File: config.mk
export PLATFORM = sky130hd
export DESIGN_NAME = mmu_bus_arbiter
export DESIGN_NICKNAME = d
export VERILOG_FILES = /design/src/rtl/mmu_bus_arbiter.sv
export SDC_FILE = /design/constraint.sdc
export NUM_CORES = 1
export LEC_CHECK = 0
export BUFFER_PORTS_ARGS = -buffer_cell sky130_fd_sc_hd__buf_2
export CAP_MARGIN = 15
export CELL_PAD_IN_SITES_DETAIL_PLACEMENT = 0
export CELL_PAD_IN_SITES_GLOBAL_PLACEMENT = 1
export CORE_MARGIN = 8
export CORE_UTILIZATION = 20
export DETAILED_ROUTE_END_ITERATION = 10
export PLACE_DENSITY_LB_ADDON = 0.1
export SLEW_MARGIN = 25
export SYNTH_ARGS = -nofsm -noshare
export SYNTH_HDL_FRONTEND = slang
export SYNTH_SLANG_ARGS = --single-unit
File: constraint.sdc
create_clock -name clk -period 1.25 [get_ports clk]
set_input_delay 0.0625 -clock clk [delete_from_list [all_inputs] [get_ports clk]]
set_output_delay 0.0625 -clock clk [all_outputs]
set_load 0.005 [all_outputs]
File: src/rtl/mmu_bus_arbiter.sv
// Two-requester (ifetch / load-store) arbiter onto a single MMU port with a 1-deep response pipeline.
// Optional MMU_ARB_ROUND_ROBIN_EN: alternating priority on contention; otherwise data port always wins.
module mmu_bus_arbiter #(
    parameter int ADDR_W = 32,
    parameter int DATA_W = 32
) (
    input  logic              clk,
    input  logic              rstb,
    // requester 0: instruction fetch, read-only
    input  logic              i_req,
    input  logic [ADDR_W-1:0] i_addr,
    output logic              i_gnt,
    output logic              i_rvalid,
    output logic [DATA_W-1:0] i_rdata,
    // requester 1: load/store
    input  logic              d_req,
    input  logic [ADDR_W-1:0] d_addr,
    input  logic              d_wr_ena,
    input  logic [DATA_W-1:0] d_wr_data,
    output logic              d_gnt,
    output logic              d_rvalid,
    output logic [DATA_W-1:0] d_rdata,
    // MMU port
    output logic [ADDR_W-1:0] mem_addr,
    output logic              mem_wr_ena,
    output logic [DATA_W-1:0] mem_wr_data,
    input  logic [DATA_W-1:0] mem_rd_data,
    input  logic              mem_busy
);

    typedef enum logic [1:0] {
        ST_NONE = 2'd0,
        ST_RD_I = 2'd1,
        ST_RD_D = 2'd2,
        ST_WR_D = 2'd3
    } pipe_st_e;

    pipe_st_e          state_q, state_d;
    logic [ADDR_W-1:0] addr_q, addr_d;
    logic              d_wins;
    logic              gnt_i, gnt_d;

    // Grants are gated by rstb so nothing leaves the block while reset is held.
    assign gnt_d = rstb & ~mem_busy & d_req & d_wins;
    assign gnt_i = rstb & ~mem_busy & i_req & ~gnt_d;
    assign i_gnt = gnt_i;
    assign d_gnt = gnt_d;

`ifdef MMU_ARB_ROUND_ROBIN_EN
    logic d_prio_q, d_prio_d;

    // Whoever was granted last yields on the next contention.
    always_comb begin
        d_prio_d = d_prio_q;
        if (gnt_i) begin
            d_prio_d = 1'b1;
        end else if (gnt_d) begin
            d_prio_d = 1'b0;
        end
    end

    always_ff @(posedge clk or negedge rstb) begin
        if (!rstb) begin
            d_prio_q <= 1'b1;
        end else begin
            d_prio_q <= d_prio_d;
        end
    end

    assign d_wins = d_prio_q | ~i_req;
`else
    assign d_wins = 1'b1;
`endif

    // MMU request mux; the address holds its last granted value between grants.
    always_comb begin
        mem_addr    = addr_q;
        mem_wr_ena  = 1'b0;
        mem_wr_data = '0;
        if (gnt_i) begin
            mem_addr = i_addr;
        end else if (gnt_d) begin
            mem_addr    = d_addr;
            mem_wr_ena  = d_wr_ena;
            mem_wr_data = d_wr_data;
        end
    end

    assign addr_d = mem_addr;

    always_ff @(posedge clk or negedge rstb) begin
        if (!rstb) begin
            addr_q <= '0;
        end else begin
            addr_q <= addr_d;
        end
    end

    // Response pipeline: state register
    always_ff @(posedge clk or negedge rstb) begin
        if (!rstb) begin
            state_q <= ST_NONE;
        end else begin
            state_q <= state_d;
        end
    end

    // Response pipeline: next state is purely the type of the access accepted this cycle
    always_comb begin
        state_d = ST_NONE;
        if (gnt_i) begin
            state_d = ST_RD_I;
        end else if (gnt_d) begin
            state_d = d_wr_ena ? ST_WR_D : ST_RD_D;
        end
    end

    // Response pipeline: outputs; writes complete at grant and produce no response
    always_comb begin
        i_rvalid = 1'b0;
        d_rvalid = 1'b0;
        i_rdata  = '0;
        d_rdata  = '0;
        case (state_q)
            ST_RD_I: begin
                i_rvalid = 1'b1;
                i_rdata  = mem_rd_data;
            end
            ST_RD_D: begin
                d_rvalid = 1'b1;
                d_rdata  = mem_rd_data;
            end
            default: begin
                i_rvalid = 1'b0;
                d_rvalid = 1'b0;
            end
        endcase
    end

endmodule

==> flow_metrics.py, run 1 <==
metrics = {
    "drt": {
        "firstDrtPassIters": 4,
        "drc": 0,
        "wirelength_um": 11100,
        "drt_iter0_drc": 65,
        "via_count": 2918,
        "antenna_left": 0,
        "post_drt_wl_per_cell_um": 16.0,
        "viasPerCell": 4.20,
    },
    "clock_network": {
        "post-cts-setup-buffers": 0,
        "cts_made_buffers": 5,
        "tritoncts": "done",
        "cts_root_buf": "clkbuf_8",
        "clkSlewWorstSetupHoldPaths_ns": 0.08,
        "cts.htree.levels": 2,
        "clock_latency_ns": 0.29,
        "cts_sinks": 34,
        "clk_path_buf_depth": 2,
    },
    "run_status": {
        "violations": "negative setup slack",
        "status": "finished, violations left",
    },
    "setup_path": {
        "cp.required_ns": 1.19,
        "crit_fanout": 33,
        "start_kind": "register",
        "critPathCaptureType": "primary output",
        "cp.arrival_ns": 1.28,
        "path_class": "reg -> out",
    },
    "finish": {
        "nets": 687,
        "fin_area_um2": 3940,
        "register_area_um2": 851,
        "multiInputGateArea_um2": 1280,
        "drive_gt1_share_pct": 53.8,
        "layout_common_cells": "buf_2, and2_1, nand2_1",
        "final_common_cell": "buf_2",
        "fill_cells": 1197,
        "syn_to_final_growth_pct": 78.0,
        "diodes": 0,
    },
    "pwr": {
        "p_per_area_nw_per_um2": 839,
        "leakagePower_uw": 0.00235,
        "peakVddDrop_mv": 0.395,
        "total_power_uw": 3310,
    },
    "die": {
        "die_h_um": 121,
        "die_area_um2": 14700,
        "ioPinCount": 267,
        "core_area_um2": 10800,
        "fp.dieW_um": 121,
        "initial_utilization_pct": 20.4,
        "row_count": 38,
    },
    "logic_synthesis": {
        "avgSynthCellArea_um2": 7.63,
        "netlist_area_um2": 2210,
        "ys_seq_area_share_pct": 38.4,
        "ys_ff_latch": 34,
        "synth_cells": 290,
        "yosys_warnings": 0,
        "yosys.cell_types.count": 15,
        "synth_nets": 424,
    },
    "global_routing": {
        "grt_use_total_pct": 14.0,
        "grt_pass1_vias": 3053,
        "antenna_found_initial": 0,
        "overflow": 0,
        "grt_pass1_wl_um": 16300,
        "grt_max_degree": 47,
    },
    "sta": {
        "fmax_mhz": 744,
        "hold_ws_ns": 0.0368,
        "finalHoldViolations": 0,
        "rsz0062_at_grt": "true",
        "layout_min_cycle_time_ns": 1.34,
        "max-slew-margin-rel_pct": 80.9,
        "fin_ws_ns": -0.0937,
        "period_share_pct": 107,
        "setup_tns_ns": -4.88,
        "slew_violations": 0,
        "setup_violations": 64,
        "worstMarginPinSlew_ns": 0.287,
        "fin_worst_skew_ns": 0,
    },
    "placed_design": {
        "dp_hpwl_um": 9100,
        "io_buffers": 266,
        "place.gp.congestion": 0.748,
        "placed_area_um2": 3760,
    },
    "worst_hold_path": {
        "hold_class": "in -> reg",
    },
    "run": {
        "cap_violations": 0,
    },
}
routing by layer:
layer	routed length, um	up-vias	GRT usage [%]
met5	0	-	0
met4	80	0	3.01
met3	1340	6	5.96
met2	5770	172	26.0
met1	3890	1299	14.4
li1	-	1441	-
cell families (layout without fill, tap and decap cells):
| logic type | after synthesis | count (layout) | synth area share [%] |
|---|---|---|---|
| buffers and inverters | 26 | 290 | 6.56 |
| and+or+nand+nor | 198 | 198 | 46.0 |
| AOI/OAI and AO/OA | 32 | 32 | 9.04 |
| DFF | 34 | 34 | 38.4 |
power by group:
group / internal [uW] / switching, uW / total (uW)
Sequential: 1300 / 49.6 / 1350
Combinational: 555 / 524 / 1080
Clock: 443 / 438 / 882
Total: 2290 / 1010 / 3310
cell type report:
class                   count  area share [%]
multi-input cells         230            32.4
flip-flops and latches     34            21.6
well taps                 140            4.45
repair buffers            279            38.8
clock buffers               6            2.10
clock inverters             2           0.318
inverters                   3           0.349
flip-flops by register name, indices dropped and copies added, names as in the netlist:
register and count:
state_q 2, addr_q 32
stage by stage:
step	utilization (%)	worst slack, ns	instances
2_1_floorplan	-	0.211	290
3_3_place_gp	34.7	0.109	684
3_5_place_dp	34.7	0.0841	684
4_1_cts	35.7	-0.111	693
5_1_grt	36.3	-0.185	694
6_report	36.3	-0.0937	694
path summary, 6_finish.rpt:
check                            from         end  slack (ns)  depth (start not counted)
min in group asynchronous        rstb  addr_q[20]        0.38                          3
max reg2reg                addr_q[28]  addr_q[28]        0.55                          2
min reg2reg                 addr_q[4]   addr_q[4]        0.54                          2
max                        state_q[0]  i_rdata[3]       -0.09                          4
min                        d_addr[14]  addr_q[14]        0.04                          3
max in group asynchronous        rstb  addr_q[27]        0.60                          3
synthesized netlist by cell type:
cell type	count	area share [%]
buf_2	5	1.1
nand4bb_1	1	0.51
nor2_1	32	5.4
nand2_1	64	11
dfrtp_1	34	38
inv_1	1	0.17
nand3b_4	1	0.90
or2_1	1	0.28
buf_6	4	2.0
buf_4	3	1.0
a31oi_1	32	9.0
nor2b_1	2	0.57
clkbuf_1	11	1.9
and2_1	97	27
inv_2	2	0.34
repair_timing:
action	4_1_cts	5_1_grt
hold buffers	1	0
resized for setup	3	7
gates cloned	0	1
hold endpoints to repair	34	0
endpoints found under the setup margin	65	75
critical path: stages (launching register included):
cell	delay (ns)
dfrtp_1	0.39
nor2b_2	0.17
buf_12	0.15
and2_1	0.16
buf_2	0.13
Power figures use the tool's default switching activity.
==> run 2, diff against run 1 <==
--- a/config.mk
+++ b/config.mk
@@ -5,12 +5,13 @@
 export SDC_FILE = /design/constraint.sdc
 export NUM_CORES = 1
 export LEC_CHECK = 0
+export ABC_AREA = 1
 export BUFFER_PORTS_ARGS = -buffer_cell sky130_fd_sc_hd__buf_2
 export CAP_MARGIN = 15
 export CELL_PAD_IN_SITES_DETAIL_PLACEMENT = 0
 export CELL_PAD_IN_SITES_GLOBAL_PLACEMENT = 1
 export CORE_MARGIN = 8
-export CORE_UTILIZATION = 20
+export CORE_UTILIZATION = 22
 export DETAILED_ROUTE_END_ITERATION = 10
 export PLACE_DENSITY_LB_ADDON = 0.1
 export SLEW_MARGIN = 25
==> run 2 against run 1 <==
The run still ends with negative setup slack left; via count rose by 24%; sequential power is essentially flat; die area up 9.1%; area after synthesis grew 22%; clock skew is the same; worst setup slack gained 0.058 ns; sequential share of layout area is 3.0 points lower; cell count rose by 27%.
==> flow_metrics.py, run 2 <==
metrics = {
    "run_status": {
        "status": "finished, violations left",
        "violations": "negative setup slack",
    },
    "finish": {
        "drive_gt1_share_pct": 42.0,
        "fin_cells": 878,
        "largest_register": "addr_q",
        "diodes": 0,
        "syn_to_final_growth_pct": 70.4,
        "fill_cells": 1331,
        "final_common_cell": "buf_2",
        "nets": 865,
        "utilization_pct": 38.3,
        "largest_reg_flops": 32,
        "reg_top3": "addr_q: 32 flops, state_q: 2 flops",
        "layout_common_cells": "buf_2, inv_1, nand2_1",
    },
    "sta": {
        "rsz0062_at_grt": "true",
        "worstMarginPinSlew_ns": 0.777,
        "setup_tns_ns": -0.763,
        "fin_ws_ns": -0.0352,
        "period_share_pct": 103,
        "setup_violations": 42,
        "layout_min_cycle_time_ns": 1.29,
        "finalHoldViolations": 0,
        "fin_worst_skew_ns": 0,
        "fmax_mhz": 778,
        "hold_ws_ns": 0.00366,
        "slew_violations": 0,
        "max-slew-margin-rel_pct": 48.0,
    },
    "logic_synthesis": {
        "yosysTopAreaCell": "dfrtp_1",
        "netlist_area_um2": 2690,
        "synth-main-ff-cell": "dfrtp_1",
        "synth_top_family_by_area": "simple AND/OR/NAND/NOR gates",
        "async_reset_ff_share_pct": 100,
        "yosys.cell_types.count": 16,
        "yosys-top-cells-count": "inv_1, nor2_1, nand2_1",
        "synth_cells": 466,
        "synthAdderAreaFrac_pct": 0,
        "synth_edf_count": 0,
        "yosys_warnings": 0,
        "synthTopCellsByArea": "dfrtp_1, inv_1, nor2_1",
        "synth_top_area_share_pct": 31.6,
        "synth-simple-area-share_pct": 42.2,
        "synth_xor_area_share_pct": 0,
        "ys_ff_latch": 34,
        "synth_nets": 600,
        "avgSynthCellArea_um2": 5.77,
        "synth.most_common_cell": "inv_1",
        "ys_seq_area_share_pct": 31.6,
        "synth_compound_area_share_pct": 0.186,
        "muxShareOfSynthArea_pct": 0,
    },
    "clock_network": {
        "cts.htree.levels": 2,
        "post-cts-setup-buffers": 0,
        "clkSlewWorstSetupHoldPaths_ns": 0.06,
        "clock_latency_ns": 0.26,
        "tritoncts": "done",
        "cts_made_buffers": 5,
        "cts_sinks": 34,
        "cts_root_buf": "clkbuf_16",
        "clk_path_buf_depth": 2,
    },
    "die": {
        "fp.dieW_um": 127,
        "die_h_um": 127,
        "core_area_um2": 12000,
        "ioPinCount": 267,
        "row_count": 40,
        "die_area_um2": 16000,
        "initial_utilization_pct": 22.5,
    },
    "setup_path": {
        "start_kind": "register",
        "path_cells": "nor2_4, inv_4, buf_12, nor2_1, buf_2",
        "critPathCaptureType": "primary output",
        "crit_fanout": 8,
        "crit_path_top_delay_cell": "dfrtp_1",
        "cp.arrival_ns": 1.22,
        "critPathBufInv": 3,
        "cp.required_ns": 1.19,
        "path_class": "reg -> out",
        "crit_family": "flip-flops",
        "critPathMaxStageDelay_ns": 0.40,
    },
    "pwr": {
        "p_per_area_nw_per_um2": 910,
        "leakagePower_uw": 0.00321,
        "peakVddDrop_mv": 0.654,
        "total_power_uw": 4170,
    },
    "drt": {
        "viasPerCell": 4.13,
        "drt_iter0_drc": 127,
        "post_drt_wl_per_cell_um": 15.3,
        "antenna_left": 0,
        "wirelength_um": 13400,
        "via_count": 3624,
        "firstDrtPassIters": 4,
        "drc": 0,
    },
    "global_routing": {
        "grt_max_degree": 38,
        "grt_pass1_wl_um": 20600,
        "grt_use_total_pct": 16.0,
        "grt_pass1_vias": 3671,
        "overflow": 0,
        "antenna_found_initial": 0,
    },
    "placed_design": {
        "dp_hpwl_um": 10600,
        "placedCellCount": 863,
        "place.gp.congestion": 0.835,
        "io_buffers": 266,
    },
    "worst_hold_path": {
        "hold_class": "in -> reg",
    },
    "run": {
        "cap_violations": 0,
    },
}
==> run 2: timing repair <==
item	in CTS	in global routing
resized for setup	18	2
hold buffers	6	1
endpoints found under the hold margin	37	15
pin swaps	2	0
gates cloned	2	0
endpoints found under the setup margin	37	94
==> run 2: cell type report <==
class / instances / area, um2 / area share [%]
inverters: 138 / 523 / 11.4
clock inverters: 1 / 30.0 / 0.655
flip-flops and latches: 34 / 851 / 18.6
repair buffers: 288 / 1670 / 36.5
multi-input cells: 264 / 1180 / 25.8
clock buffers: 6 / 139 / 3.03
well taps: 147 / 184 / 4.01
==> run 2: worst register-to-register path: cells and delay by family (launching register included) <==
| family | cells | cell delay (ns) |
|---|---|---|
| DFF | 1 | 0.36 |
| and+or+nand+nor | 3 | 0.21 |
| buffers and inverters | 1 | 0.05 |
==> run 2: layer usage <==
layer	up-vias	share of wire, %	global-route usage, %
met5	-	0	0
met4	0	0.31	1.91
met3	4	8.6	5.19
met2	149	53	31.0
met1	1602	38	16.9
li1	1869	-	-
==> run 2: path summary, 6_finish.rpt <==
check	slack, ns	endpoint	cells past startpoint	startpoint
worst max-delay path	-0.04	i_rdata[19]	5	state_q[1]
worst min-delay path	0.004	addr_q[22]	3	i_addr[22]
worst max register to register	0.51	addr_q[1]	4	addr_q[1]
worst min register to register	0.57	addr_q[27]	4	addr_q[27]
max in group asynchronous	0.08	addr_q[3]	3	rstb
min in group asynchronous	0.36	addr_q[21]	3	rstb
==> run 2: cell families (layout without fill, tap and decap cells) <==
family	count (synthesis)	count (layout)
and+or+nand+nor	263	263
AOI/OAI and AO/OA	1	1
buffers and inverters	168	433
DFF	34	34
==> run 2: through the flow <==
stage	setup slack (ns)	area [um2]
final	-0.0352	4580
after global routing	-0.135	4580
after CTS	-0.0665	4580
after detailed placement	0.158	4250
after global placement	0.170	4250
after floorplan	0.309	2690
==> run 2: power by group <==
part | internal (uW) | switching, uW | total (uW)
clock | 984 | 458 | 1440
sequential | 1300 | 48.0 | 1350
combinational | 635 | 748 | 1380
==> run 3, diff against run 2 <==
--- a/config.mk
+++ b/config.mk
@@ -13,7 +13,7 @@
 export CORE_MARGIN = 8
 export CORE_UTILIZATION = 22
 export DETAILED_ROUTE_END_ITERATION = 10
-export PLACE_DENSITY_LB_ADDON = 0.1
+export PLACE_DENSITY = 0.9
 export SLEW_MARGIN = 25
 export SYNTH_ARGS = -nofsm -noshare
 export SYNTH_HDL_FRONTEND = slang
==> run 3 against run 2 <==
The flow still finishes with violations (negative setup slack); sequential cell count unchanged; combinational power about the same; cell count up 1.3%; non-clock buffer count up 10; worst setup slack worse by 0.051 ns; clock power about the same; die area unchanged; core utilization up 0.084 points; critical path type unchanged; largest cell class unchanged.
==> flow_metrics.py, run 3 (synthesis gave the netlist of run 2 again) <==
metrics = {
    "pwr": {
        "power_switching_uw": 1250,
        "pwr-share-clk_pct": 34.0,
        "combPwrFrac_pct": 33.4,
        "p_sw_share_pct": 30.2,
        "seqPwrFrac_pct": 32.6,
        "leakagePower_uw": 0.00324,
        "peakVddDrop_mv": 0.772,
        "p_per_area_nw_per_um2": 899,
        "p_int_uw": 2880,
    },
    "clock_network": {
        "clkSlewWorstSetupHoldPaths_ns": 0.06,
        "tritoncts": "done",
        "cts_sinks": 34,
        "clock_latency_ns": 0.28,
        "cts.htree.levels": 2,
        "clk_path_buf_depth": 2,
        "cts_root_buf": "clkbuf_16",
        "cts_made_buffers": 5,
    },
    "placed_design": {
        "io_buffers": 266,
        "place.gp.congestion": 0.813,
        "pre_cts_ws_ns": 0.0710,
        "dp_hpwl_um": 10600,
        "placed_area_um2": 4180,
    },
    "sta": {
        "period_share_pct": 107,
        "setup_violations": 65,
        "worstMarginPinSlew_ns": 0.820,
        "rsz0062_at_grt": "true",
        "slew_violations": 0,
        "layout_min_cycle_time_ns": 1.34,
        "fmax_mhz": 748,
        "max-slew-margin-rel_pct": 45.3,
        "fin_ws_ns": -0.0863,
        "fin_worst_skew_ns": 0,
        "setup_tns_ns": -3.02,
        "finalHoldViolations": 0,
    },
    "drt": {
        "viasPerCell": 4.19,
        "via_count": 3723,
        "post_drt_wl_per_cell_um": 15.1,
        "antenna_left": 0,
        "drt_iter0_drc": 215,
        "drc": 0,
        "wirelength_um": 13500,
        "firstDrtPassIters": 8,
    },
    "finish": {
        "register_area_um2": 851,
        "largest_reg_flops": 32,
        "final_common_cell": "buf_2",
        "syn_to_final_growth_pct": 70.7,
        "multiInputGateArea_um2": 1160,
        "reg_top3": "addr_q: 32 flops, state_q: 2 flops",
        "fill_cells": 1309,
        "nets": 875,
        "fin_area_um2": 4590,
        "largest_register": "addr_q",
        "drive_gt1_share_pct": 40.6,
        "layout_common_cells": "buf_2, inv_1, nand2_1",
        "diodes": 0,
    },
    "setup_path": {
        "r2r_cells": 4,
        "start_kind": "register",
        "r2r-end": "addr_q[14]",
        "path_class": "reg -> out",
        "critPathCaptureType": "primary output",
        "rrSetupSlack_ns": 0.52,
        "cp.required_ns": 1.19,
        "r2r-start": "addr_q[14]",
        "crit_fanout": 8,
        "cp-endpoint": "i_rdata[31]",
        "crit_start": "state_q[1]",
        "cp.arrival_ns": 1.27,
    },
    "run_status": {
        "violations": "negative setup slack",
        "status": "finished, violations left",
    },
    "global_routing": {
        "grt_max_degree": 45,
        "grt_pass1_vias": 3650,
        "grt_use_total_pct": 15.8,
        "antenna_found_initial": 2,
        "overflow": 0,
        "grt_pass1_wl_um": 20300,
    },
    "die": {
        "core_area_um2": 12000,
        "ioPinCount": 267,
        "initial_utilization_pct": 22.5,
        "fp.dieW_um": 127,
        "die_area_um2": 16000,
        "row_count": 40,
        "die_h_um": 127,
    },
    "run": {
        "cap_violations": 0,
    },
    "worst_hold_path": {
        "hold_class": "in -> reg",
    },
}
run 3: cell types whose count changed in the layout (fill, tap and decap cells not counted), sizes merged:
cell          before  now
dlymetal6s4s       1    2
dlygate4sd3        5   13
clkbuf             6    8
run 3: cell type report:
cell class | instances | share of cell area, %
timing repair buffer | 298 | 37.3
multi-input combinational | 264 | 25.2
sequential | 34 | 18.5
inverter | 138 | 11.4
tap | 147 | 4.00
clock buffer | 7 | 2.89
clock inverter | 1 | 0.654
run 3: what timing repair did:
action                                  in CTS  in global routing
hold endpoints to repair                    46                  0
gates resized for setup                      5                  6
hold buffers                                15                  0
cloned                                       1                  1
endpoints found under the setup margin      36                103
buffers inserted                             2                  1
pin swaps                                    1                  1
run 3: metrics by stage:
stage	hold slack, ns	power [uW]	cells	utilization (%)
floorplan	-0.233	2010	466	-
global placement	-0.0982	2670	861	34.9
detailed placement	-0.0907	2680	861	34.9
CTS	0.000165	4190	887	38.0
global route	0.00541	4430	889	38.4
finish	0.00375	4130	889	38.4
run 3: worst min-delay path by stage:
stage	start	end	cells after the start
after floorplan	rstb	addr_q[0]	0
after global placement	rstb	addr_q[14]	1
after detailed placement	rstb	addr_q[14]	1
after CTS	i_addr[13]	addr_q[13]	3
after global routing	i_addr[13]	addr_q[13]	3
final	i_addr[13]	addr_q[13]	3
run 3: power groups by stage:
stage	clock, uW	sequential (uW)	combinational [uW]
floorplan	0	1350	651
global placement	0	1360	1310
detailed placement	0	1370	1320
CTS	1460	1350	1390
global route	1510	1370	1560
finish	1410	1350	1380
run 3: routing by layer:
| metal | up-vias | wire length [um] | share of wire [%] | global-route usage [%] |
|---|---|---|---|---|
| li1 | 1894 | - | - | - |
| met1 | 1634 | 5140 | 38 | 16.8 |
| met2 | 182 | 6770 | 50 | 29.2 |
| met3 | 13 | 1330 | 9.9 | 5.40 |
| met4 | 0 | 213 | 1.6 | 3.68 |
| met5 | - | 0 | 0 | 0 |
run 3: worst max-delay path, stage by stage (launching register included):
cell and delay (ns):
dfrtp_1 0.40, nor2_4 0.14, inv_4 0.07, clkbuf_16 0.17, nor2_1 0.09, buf_2 0.12
